**src/rtl/tube_pkg.sv**
```systemverilog
//------------------------------------------------------------------------------
// Module  : tube_pkg
// Purpose : Shared constants for the time-shared seven-segment tube
//           scheduler: segment patterns, digit count, value ceiling, FSM
//           state encoding and decimal-point position encoding.
// Rev     : 1.0  initial release
//------------------------------------------------------------------------------
`default_nettype none

package tube_pkg;

    localparam int NUM_DIGITS = 4;
    localparam int MAX_VAL    = 9999;
    localparam int BIN_W      = 14;
    localparam int BCD_W      = 16;

    // Segment patterns, active-high, bit7 = dp, bits6..0 = gfedcba
    localparam logic [7:0] SEG_0     = 8'h3F;
    localparam logic [7:0] SEG_1     = 8'h06;
    localparam logic [7:0] SEG_2     = 8'h5B;
    localparam logic [7:0] SEG_3     = 8'h4F;
    localparam logic [7:0] SEG_4     = 8'h66;
    localparam logic [7:0] SEG_5     = 8'h6D;
    localparam logic [7:0] SEG_6     = 8'h7D;
    localparam logic [7:0] SEG_7     = 8'h07;
    localparam logic [7:0] SEG_8     = 8'h7F;
    localparam logic [7:0] SEG_9     = 8'h6F;
    localparam logic [7:0] SEG_BLANK = 8'h00;
    localparam logic [7:0] SEG_DP    = 8'h80;

    // Scheduler FSM state encoding
    typedef logic [2:0] tube_state_t;
    localparam tube_state_t ST_IDLE   = 3'd0;
    localparam tube_state_t ST_GRANT  = 3'd1;
    localparam tube_state_t ST_CONV   = 3'd2;
    localparam tube_state_t ST_COMMIT = 3'd3;
    localparam tube_state_t ST_HOLD   = 3'd4;

    // Decimal-point position encoding
    localparam logic [1:0] DP_NONE = 2'd0;  // no dp
    localparam logic [1:0] DP_THOU = 2'd1;  // x.xxx
    localparam logic [1:0] DP_HUND = 2'd2;  // xx.xx
    localparam logic [1:0] DP_TENS = 2'd3;  // xxx.x

    function automatic logic [7:0] seg_of(input logic [3:0] d);
        logic [7:0] p;
        case (d)
            4'd0:    p = SEG_0;
            4'd1:    p = SEG_1;
            4'd2:    p = SEG_2;
            4'd3:    p = SEG_3;
            4'd4:    p = SEG_4;
            4'd5:    p = SEG_5;
            4'd6:    p = SEG_6;
            4'd7:    p = SEG_7;
            4'd8:    p = SEG_8;
            4'd9:    p = SEG_9;
            default: p = SEG_BLANK;
        endcase
        return p;
    endfunction

endpackage

`default_nettype wire

```
**src/rtl/tube_bin2bcd.sv**
```systemverilog
//------------------------------------------------------------------------------
// Module  : tube_bin2bcd
// Purpose : Sequential shift-add-3 (double-dabble) binary to BCD converter.
//           One bit per cycle, fixed 14-cycle latency after i_start.
// Ports   : clk, rstn (async, active-low)
//           i_start  load i_bin and begin conversion
//           i_bin    14-bit binary input (0..9999)
//           o_bcd    16-bit BCD result, valid once o_done has been seen
//           o_done   high during the final shift cycle
// Rev     : 1.0  initial release
//------------------------------------------------------------------------------
`default_nettype none

module tube_bin2bcd
    import tube_pkg::*;
(
    input  logic             clk,
    input  logic             rstn,
    input  logic             i_start,
    input  logic [BIN_W-1:0] i_bin,
    output logic [BCD_W-1:0] o_bcd,
    output logic             o_done
);

    logic [BIN_W-1:0] r_sh;
    logic [BCD_W-1:0] r_bcd;
    logic [3:0]       r_cnt;
    logic             r_busy;
    logic [BCD_W-1:0] w_adj;

    // Add 3 to every BCD nibble of 5 or more before the shift
    always_comb begin
        w_adj = r_bcd;
        for (int d = 0; d < NUM_DIGITS; d++) begin
            if (r_bcd[4*d +: 4] >= 4'd5) begin
                w_adj[4*d +: 4] = r_bcd[4*d +: 4] + 4'd3;
            end
        end
    end

    always_ff @(posedge clk or negedge rstn) begin
        if (!rstn) begin
            r_sh   <= '0;
            r_bcd  <= '0;
            r_cnt  <= '0;
            r_busy <= 1'b0;
        end else if (i_start) begin
            r_sh   <= i_bin;
            r_bcd  <= '0;
            r_cnt  <= 4'(BIN_W);
            r_busy <= 1'b1;
        end else if (r_busy) begin
            // Input is limited to 9999, so the BCD MSB never overflows
            r_bcd <= {w_adj[BCD_W-2:0], r_sh[BIN_W-1]};
            r_sh  <= {r_sh[BIN_W-2:0], 1'b0};
            r_cnt <= r_cnt - 4'd1;
            if (r_cnt == 4'd1) begin
                r_busy <= 1'b0;
            end
        end
    end

    assign o_done = r_busy && (r_cnt == 4'd1);
    assign o_bcd  = r_bcd;

endmodule

`default_nettype wire

```
**src/rtl/tube_scheduler.sv**
```systemverilog
//------------------------------------------------------------------------------
// Module  : tube_scheduler
// Purpose : Round-robin time-sharing of one 4-digit multiplexed seven-segment
//           tube among N_SRC requesters. The granted value is snapshotted,
//           saturated to 9999, converted to BCD and committed atomically to
//           display registers, which feed a free-running digit scan.
// Config  : TUBE_ZERO_BLANK_EN - when defined, leading zero digits are blanked
//           (stopping at the first nonzero digit, the dp digit, or units).
// Ports   : clk, rstn (async, active-low)
//           i_req[N_SRC]          level display request per source
//           i_data_in[14*N_SRC]   source values
//           i_dp_in[2*N_SRC]      source dp positions
//           o_grant[N_SRC]        one-cycle pulse, source value sampled
//           o_owner               current owner index
//           o_shown               display holds a committed value
//           o_seg[8]              segments, bit7 = dp
//           o_sel[4]              one-hot digit select, sel[0] = units
// Rev     : 1.0  initial release
//------------------------------------------------------------------------------
`default_nettype none

module tube_scheduler
    import tube_pkg::*;
#(
    parameter int N_SRC        = 4,
    parameter int SCAN_DIV     = 20000,
    parameter int DWELL_FRAMES = 500
) (
    input  logic                     clk,
    input  logic                     rstn,
    input  logic [N_SRC-1:0]         i_req,
    input  logic [BIN_W*N_SRC-1:0]   i_data_in,
    input  logic [2*N_SRC-1:0]       i_dp_in,
    output logic [N_SRC-1:0]         o_grant,
    output logic [$clog2(N_SRC)-1:0] o_owner,
    output logic                     o_shown,
    output logic [7:0]               o_seg,
    output logic [3:0]               o_sel
);

    localparam int OW        = $clog2(N_SRC);
    localparam int DWELL_CYC = DWELL_FRAMES * NUM_DIGITS * SCAN_DIV;
    localparam int DW_W      = $clog2(DWELL_CYC);
    localparam int SC_W      = (SCAN_DIV > 1) ? $clog2(SCAN_DIV) : 1;

    tube_state_t      r_state;
    logic [OW-1:0]    r_owner;
    logic [OW-1:0]    r_pick;
    logic [1:0]       r_dp_snap;
    logic [BCD_W-1:0] r_disp;
    logic [1:0]       r_disp_dp;
    logic             r_shown;
    logic [DW_W-1:0]  r_dwell;
    logic [SC_W-1:0]  r_scan;
    logic [1:0]       r_dig;
    logic [3:0]       r_sel;
    logic [7:0]       r_seg;

    logic             w_any;
    logic             w_found;
    logic [OW-1:0]    w_pick;
    logic [BIN_W-1:0] w_raw;
    logic [BIN_W-1:0] w_sat;
    logic [1:0]       w_dp_raw;
    logic             w_start;
    logic             w_done;
    logic [BCD_W-1:0] w_bcd;
    logic             w_expire;
    logic             w_tick;
    logic [1:0]       w_dig_next;
    logic [3:0]       w_digit;
    logic [1:0]       w_dp_dig;
    logic             w_dp_here;
    logic             w_blank;
    logic [7:0]       w_seg_next;

    //--------------------------------------------------------------------------
    // Round-robin search starting at owner+1; the owner itself is checked last
    //--------------------------------------------------------------------------
    assign w_any = |i_req;

    always_comb begin
        int idx;
        idx     = 0;
        w_found = 1'b0;
        w_pick  = '0;
        for (int i = 1; i <= N_SRC; i++) begin
            idx = int'(r_owner) + i;
            if (idx >= N_SRC) begin
                idx = idx - N_SRC;
            end
            if (!w_found && i_req[OW'(idx)]) begin
                w_found = 1'b1;
                w_pick  = OW'(idx);
            end
        end
    end

    // Snapshot mux for the granted source, saturated to the display range
    assign w_raw    = i_data_in[int'(r_pick)*BIN_W +: BIN_W];
    assign w_dp_raw = i_dp_in[int'(r_pick)*2 +: 2];
    assign w_sat    = (w_raw > BIN_W'(MAX_VAL)) ? BIN_W'(MAX_VAL) : w_raw;
    assign w_start  = (r_state == ST_GRANT);
    assign w_expire = (r_dwell == DW_W'(DWELL_CYC - 1));

    tube_bin2bcd u_bin2bcd (
        .clk     (clk),
        .rstn    (rstn),
        .i_start (w_start),
        .i_bin   (w_sat),
        .o_bcd   (w_bcd),
        .o_done  (w_done)
    );

    always_comb begin
        o_grant = '0;
        if (r_state == ST_GRANT) begin
            o_grant[r_pick] = 1'b1;
        end
    end

    //--------------------------------------------------------------------------
    // Scheduler FSM and dwell counter
    //--------------------------------------------------------------------------
    always_ff @(posedge clk or negedge rstn) begin
        if (!rstn) begin
            r_state   <= ST_IDLE;
            r_owner   <= OW'(N_SRC - 1);
            r_pick    <= '0;
            r_dp_snap <= DP_NONE;
            r_disp    <= '0;
            r_disp_dp <= DP_NONE;
            r_shown   <= 1'b0;
            r_dwell   <= '0;
        end else begin
            case (r_state)
                ST_IDLE: begin
                    r_dwell <= '0;
                    if (w_any) begin
                        r_pick  <= w_pick;
                        r_state <= ST_GRANT;
                    end
                end
                ST_GRANT: begin
                    r_owner   <= r_pick;
                    r_dp_snap <= w_dp_raw;
                    r_state   <= ST_CONV;
                end
                ST_CONV: begin
                    if (w_done) begin
                        r_state <= ST_COMMIT;
                    end
                end
                ST_COMMIT: begin
                    r_disp    <= w_bcd;
                    r_disp_dp <= r_dp_snap;
                    r_shown   <= 1'b1;
                    r_dwell   <= '0;
                    r_state   <= ST_HOLD;
                end
                ST_HOLD: begin
                    // A dropped owner request only cuts the dwell short when
                    // someone else is waiting; otherwise the value is kept.
                    if (w_any && (w_expire || !i_req[r_owner])) begin
                        r_pick  <= w_pick;
                        r_dwell <= '0;
                        r_state <= ST_GRANT;
                    end else if (w_expire) begin
                        r_dwell <= '0;
                        r_state <= ST_IDLE;
                    end else begin
                        r_dwell <= r_dwell + 1'b1;
                    end
                end
                default: r_state <= ST_IDLE;
            endcase
        end
    end

    //--------------------------------------------------------------------------
    // Digit scan: free-running, loads the pattern of the digit being selected
    //--------------------------------------------------------------------------
    assign w_tick     = (r_scan == SC_W'(SCAN_DIV - 1));
    assign w_dig_next = r_dig + 2'd1;
    assign w_digit    = r_disp[int'(w_dig_next)*4 +: 4];
    // dp position p lands on digit index 4-p (thousands = 3), i.e. -p mod 4
    assign w_dp_dig   = 2'd0 - r_disp_dp;
    assign w_dp_here  = (r_disp_dp != DP_NONE) && (w_dp_dig == w_dig_next);

`ifdef TUBE_ZERO_BLANK_EN
    logic [3:0] w_lead;
    logic [3:0] w_dp_at;

    // w_lead[d]: digits d..3 are zero and none of them carries the dp
    always_comb begin
        w_dp_at = '0;
        if (r_disp_dp != DP_NONE) begin
            w_dp_at[w_dp_dig] = 1'b1;
        end
        w_lead[3] = (r_disp[15:12] == 4'd0) && !w_dp_at[3];
        w_lead[2] = w_lead[3] && (r_disp[11:8] == 4'd0) && !w_dp_at[2];
        w_lead[1] = w_lead[2] && (r_disp[7:4] == 4'd0) && !w_dp_at[1];
        w_lead[0] = 1'b0;
    end

    assign w_blank = w_lead[w_dig_next];
`else
    assign w_blank = 1'b0;
`endif

    always_comb begin
        w_seg_next = SEG_BLANK;
        if (r_shown && !w_blank) begin
            w_seg_next = seg_of(w_digit) | (w_dp_here ? SEG_DP : SEG_BLANK);
        end
    end

    always_ff @(posedge clk or negedge rstn) begin
        if (!rstn) begin
            r_scan <= '0;
            r_dig  <= 2'd0;
            r_sel  <= 4'b0001;
            r_seg  <= SEG_BLANK;
        end else if (w_tick) begin
            r_scan <= '0;
            r_dig  <= w_dig_next;
            r_sel  <= {r_sel[2:0], r_sel[3]};
            r_seg  <= w_seg_next;
        end else begin
            r_scan <= r_scan + 1'b1;
        end
    end

    assign o_owner = r_owner;
    assign o_shown = r_shown;
    assign o_seg   = r_seg;
    assign o_sel   = r_sel;

endmodule

`default_nettype wire

```
**config.mk**
```make
export PLATFORM = sky130hd
export DESIGN_NAME = tube_scheduler
export DESIGN_NICKNAME = d
export VERILOG_FILES = /design/src/rtl/tube_pkg.sv /design/src/rtl/tube_bin2bcd.sv /design/src/rtl/tube_scheduler.sv
export SDC_FILE = /design/constraint.sdc
export NUM_CORES = 1
export LEC_CHECK = 0
export BUFFER_PORTS_ARGS = -buffer_cell sky130_fd_sc_hd__buf_2
export CORE_MARGIN = 1.5
export CORE_UTILIZATION = 58
export DETAILED_ROUTE_END_ITERATION = 12
export HOLD_SLACK_MARGIN = 0.02
export PLACE_DENSITY = 0.85
export SYNTH_ARGS = -nofsm -noshare
export SYNTH_HDL_FRONTEND = slang
export SYNTH_HIERARCHICAL = 1
export SYNTH_SLANG_ARGS = --single-unit
```
**constraint.sdc**
```tcl
create_clock -name clk -period 2.75 [get_ports clk]
set_input_delay 0.1375 -clock clk [delete_from_list [all_inputs] [get_ports clk]]
set_output_delay 0.1375 -clock clk [all_outputs]
set_load 0.02 [all_outputs]
```
* After elaboration in Yosys (flattened, before gate mapping) *
Memory sizes are Yosys's and may differ from the RTL's.
Index checks and enable logic that the tools add are counted.

word-level totals
  flip-flop bits (word level) = 118
  ROM bits = 112
  bits of input ports = 70
  output and inout bits = 19
  word-level logic and storage cells = 145
  memories kept = 1

memories
  name             depth  bits a word  rd ports  clocked after memory_dff  write ports  line            RTL
  (no name shown)  16     7            1         0                         0            tube_pkg.sv:47  case (d)

operators by class
  add/subtract/negate cells = 17
  multiply operators = 1
  $lt $le $gt $ge = 16
  eq/ne operators = 12
  shift operators = 3
  muxes and demuxes = 57
  bitwise logic cells = 1
  reductions and logical operators = 21

operator list
  kind                                                                                  number
  56-bit by 7-bit indexed part select with 14-bit output                                1
  26-bit two-way mux                                                                    2
  26-bit one-hot mux with 2 select lines                                                1
  14-bit two-way mux                                                                    3
  16-bit two-way mux                                                                    2
  26-bit by 1-bit adder with 26-bit output (second input constant)                      1
  26-bit equality test (second input constant)                                          1
  4-bit two-way mux                                                                     6
  8-bit two-way mux                                                                     3
  4-bit by 3-bit greater-or-equal comparator with 1-bit output (second input constant)  5
  2-bit two-way mux                                                                     10
  2-bit by 4-bit less-than comparator with 1-bit output (second input constant)         4
  1-bit two-way mux                                                                     16
  16-bit by 5-bit indexed part select with 4-bit output                                 1
  15-bit by 1-bit adder with 15-bit output (second input constant)                      1
  15-bit equality test (second input constant)                                          1
  15-bit two-way mux                                                                    1
  3-bit two-way mux                                                                     5
  3-bit one-hot mux with 5 select lines                                                 1
  14-bit > comparator (second input constant)                                           1
  4-bit by 2-bit adder with 4-bit output (second input constant)                        3
  1-bit binary-select mux with 2-bit select                                             5
  3-bit greater-or-equal comparator (second input constant)                             3
  8-bit bitwise OR                                                                      1
  other kinds (30)                                                                      50

* Depth between registers and ports, before layout *
  word-level depth = 18
  gate-level depth with buffers = 9
  depth with buffers taken out = 7

* By module *
Netlist, hierarchy kept.

modules (own cells, without submodules)
  module          instances  cells an instance  area each (um^2)  sequential area each (um^2)
  tube_scheduler  1          454                4750.8            2080.7
  tube_bin2bcd    1          198                1923.1            875.8

* Least setup slack after synthesis *
Ideal clock, no wire load.

  path kind = flip-flop to flip-flop
  start point = register r_pick[0]
  end point = register u_bin2bcd.r_sh[2]
  setup time = 0.132 ns
  data arrival time = 2.120 ns
  required time = 2.618 ns
  path slack = 0.498 ns
  stages on the path, launching flop included = 8
  path buffers = 1
  period minus slack after synthesis = 2.252 ns
  cells stage by stage = dfrtp_1 -> buf_6 -> mux4_2 -> or4_1 -> and3_4 -> or3_1 -> nand2_1 -> o21ai_1

between the ends
  word-level cells in the longest chain between the ends = 5

ends and longest elaborated chain
  what                                                        line                   RTL
  start, declared                                             tube_scheduler.sv:48   logic [OW-1:0] r_pick;
  start signal, assigned                                      tube_scheduler.sv:140  r_pick <= w_pick;
  start signal, assigned                                      tube_scheduler.sv:165  r_pick <= w_pick;
  2-bit by 3-bit multiplier with 5-bit output (*)             tube_scheduler.sv:100  assign w_raw = i_data_in[int'(r_pick)*BIN_W +: BIN_W];
  56-bit by 7-bit indexed part select with 14-bit output (*)  tube_scheduler.sv:100
  14-bit > comparator                                         tube_scheduler.sv:102  assign w_sat = (w_raw > BIN_W'(MAX_VAL)) ? BIN_W'(MAX_VAL) : w_raw;
  14-bit two-way mux (*)                                      tube_scheduler.sv:102
  net w_sat[2]                                                tube_scheduler.sv:63   logic [BIN_W-1:0] w_sat;
  14-bit two-way mux (*)                                      tube_bin2bcd.sv:47     end else if (i_start) begin
  end signal, assigned                                        tube_bin2bcd.sv:48     r_sh <= i_bin;
  end signal, assigned                                        tube_bin2bcd.sv:55     r_sh <= {r_sh[BIN_W-2:0], 1'b0};
  end, declared                                               tube_bin2bcd.sv:25     logic [BIN_W-1:0] r_sh;

The timed path passes the listed nets; every way through them passes the cells marked *.
A chain may end at the register's enable or synchronous reset.

* Worst setup path in the final report *
  start point = register r_pick[0]
  end point = register u_bin2bcd.r_sh[0]

Same word-level chain as after synthesis.

==> results.toml <==
[flow_run]
maxCapViolations = 0

[sta]
fin_crit_ns = 2.511
hold_violations = 0
tightest_slew_ns = 1.050
fmax_mhz = 398.3
holdWs_ns = 0.2077
setup_slack_ns = 0.2391
finalSetupTns_ns = 0
rsz0062_at_grt = "false"
slew_violations = 0
max-slew-margin-rel_pct = 30.02
period_share_pct = 91.31
setup_viol = 0
finClkSkew_ns = 0.008463

[floorplan]
die_w_um = 110.3
start_util_pct = 60.50
placementRows = 38
core_area_sq_mm = 0.01103
dieArea_sq_mm = 0.01216
io_pins = 89
fp.dieH_um = 110.3

[layout]
finish.utilization_pct = 71.47
drive_gt1_share_pct = 24.93
diodes = 0
synthToLayoutAreaGrowth_pct = 18.13
fillers = 763
finalNonFillerCells = 890
nNetsFinal = 825

[global_routing]
grt_pass1_vias = 5244
grt_usage_pct = 25.48
grt_max_degree = 66
grt_pass1_wl_um = 23670
overflow = 0
grt_antenna_before_repair = 0

[clocking]
h-tree-depth = 4
post_cts_resized = 0
insertion_delay_ns = 0.42
path_clk_slew_ns = 0.05
cts_made_buffers = 17
cts_tree = "built"
ctsLongestPathBuffers = 2
cts_sinks = 118
cts_root_buffer = "clkbuf_16"

[power]
swShare_pct = 34.74
clock_power_share_pct = 30.6
power.switching_uw = 2729
power_density_mw_per_mm2 = 996.4
ir_drop_v = 0.0007894
p_leak_uw = 0.003652
sequentialPowerShare_pct = 34.5
power.internal_uw = 5127
pwr-share-comb_pct = 34.9

[synth]
ys.flop_type = "dfrtp_1"
yosys.area.top_type = "dfrtp_1"
synth.avg_cell_area_sq_um = 10.24
ys_top_cells_by_count = "115 x dfrtp_1, 90 x nand2_1, 46 x nor2_1"
async_flop_share_pct = 100.0
yosysUniqueCellTypes = 68
synthCells = 652
yosys_register_bits = 118
synth_seq_area_share_pct = 44.30
syn_nets = 740
synth.area.top_cells = "dfrtp_1 43%, nand2_1 5.1%, mux4_1 3.9%"
yosys.cell_count.top_type = "dfrtp_1"
yosys_warnings = 6
synth_top_area_share_pct = 43.12
synth_area_sq_mm = 0.006674
synth-edff-count = 0

[setup_path]
critical_path.max_fanout = 11
cp-end-kind = "flip-flop"
crit_arrival_ns = 2.76
worstPathCellList = "buf_4 -> mux4_2 -> or4_1 -> and3_4 -> or3_1 -> nand2_1 -> o21ai_1"
reg2reg_slack_ns = 0.24
max_stage_delay_ns = 0.53
crit_type = "flip-flop to flip-flop"
required_ns = 3.00
startpoint_type = "flip-flop"
slowest_stage = "mux4_2"

[placement]
port_buffers = 88
dpl.cell_count = 857
pre_cts_ws_ns = 0.2542
hpwl_um = 10020
gp_congestion = 0.8458

[route]
drc = 0
routed_via_density = 5.936
wl_per_cell_um = 16.03
finalWirelength_um = 14270
first_pass_iters = 5
vias = 5283
drt_iter0_drc = 342
ant_nets = 0

[worst_hold_path]
holdCritPathClass = "input pin to flip-flop"

[status]
status = "complete, no violations"
[sequential cells by signal, summed over array words and instances (netlist names)]
name              cells
r_disp_dp             2
r_dig                 2
u_bin2bcd/r_cnt       4
u_bin2bcd/o_bcd      16
o_sel                 4
o_owner               2
r_dwell              26
r_disp               16
o_shown               1
r_scan               15
o_seg                 8
r_pick                2
u_bin2bcd/r_sh       14
u_bin2bcd/r_busy      1
r_dp_snap             2
r_state               3
[stage by stage]
stage	total power (uW)	instance area (sq um)
finish	7856	7884
detailed placement	5440	7223
floorplan	4791	6674
CTS	7876	7884
global route	8344	7884
global placement	5243	7223
[critical path, delay by kind of cell, from the launching register on]
family	cells	cell delay, ns
simple gates	4	1.11
mux	1	0.53
buf+inv	1	0.23
flops	1	0.41
compound gates	1	0.07
[logic make-up (layout without fill, tap and decap cells)]
logic type,Yosys count,count (layout),share of synthesized area [%]
buffers and inverters,55,153,3.675
multiplexers,62,62,14.25
flip-flops,118,118,44.30
AND/OR/NAND/NOR,267,267,20.40
adder cells (fa/ha/maj),18,18,3.375
XOR/XNOR,38,38,4.987
AO/OA/AOI/OAI,94,94,9.018
[power groups by stage]
stage                     logic (uW)  registers (uW)  clock network [uW]
after global placement          2560            2680                   0
after global routing            3060            2770                2510
final                           2740            2710                2400
after CTS                       2750            2700                2430
after floorplan                 2330            2460                   0
after detailed placement        2720            2720                   0
[metal layers]
metal	GRT usage, %	vias to the layer above	part of all wire, %
met5	0	-	0
met4	10.35	0	2.2
met3	6.702	29	5.0
met2	45.02	191	52
met1	29.33	2549	41
li1	-	2514	-
[final cells by class]
| class | instances | area (sq um) | share of cell area, % |
|---|---|---|---|
| well taps | 140 | 175.2 | 2.222 |
| clock buffers | 21 | 480.5 | 6.094 |
| flip-flops and latches | 118 | 2958 | 37.52 |
| repair buffers | 99 | 540.5 | 6.856 |
| clock inverters | 11 | 170.2 | 2.158 |
| inverters | 22 | 82.58 | 1.047 |
| multi-input cells | 479 | 3477 | 44.10 |
[final timing paths]
path,start,depth (start not counted),end
setup / recovery,r_pick[0],7,u_bin2bcd/r_sh[0]
hold / removal,i_dp_in[5],3,r_dp_snap[1]
setup reg to reg,r_pick[0],7,u_bin2bcd/r_sh[0]
hold reg to reg,o_seg[2],2,o_seg[2]
max in group asynchronous,rstn,3,o_owner[1]
min in group asynchronous,rstn,2,r_scan[8]
[timing repair]
item / CTS / global route
hold buffers: 1 / 0
hold endpoints to repair: 52 / 0
setup endpoints to repair: 0 / 0
buffers inserted: 0 / 0
[cell usage in the layout (no fill, tap or decap), types with 3 or more instances in the layout]
cell type,netlist,final
dfrtp_1,115,114
nand2_1,90,90
buf_2,4,87
nor2_1,46,46
o21ai_0,39,39
mux2_2,23,23
inv_1,22,22
xnor2_1,22,22
nand3_1,20,20
ha_1,18,18
mux2i_1,17,17
clkbuf_16,0,17
nand4_1,16,16
xor2_1,16,16
nor3_1,16,16
mux4_2,11,11
and3_1,11,11
a21oi_1,11,11
mux4_1,10,10
nand2b_1,10,10
buf_4,3,10
and2_1,8,8
o21ai_1,8,8
nor2b_1,6,6
or2_2,6,6
nor3b_1,6,5
or3_1,5,5
or4_1,4,4
o32ai_1,4,4
a31oi_1,4,4
bufinv_16,0,4
clkbuf_8,0,4
nor4_1,3,3
a21oi_2,3,3
clkinvlp_4,0,3
dfstp_2,3,3
or4b_1,3,3
o311ai_1,3,3
Power figures use the tool's default switching activity.
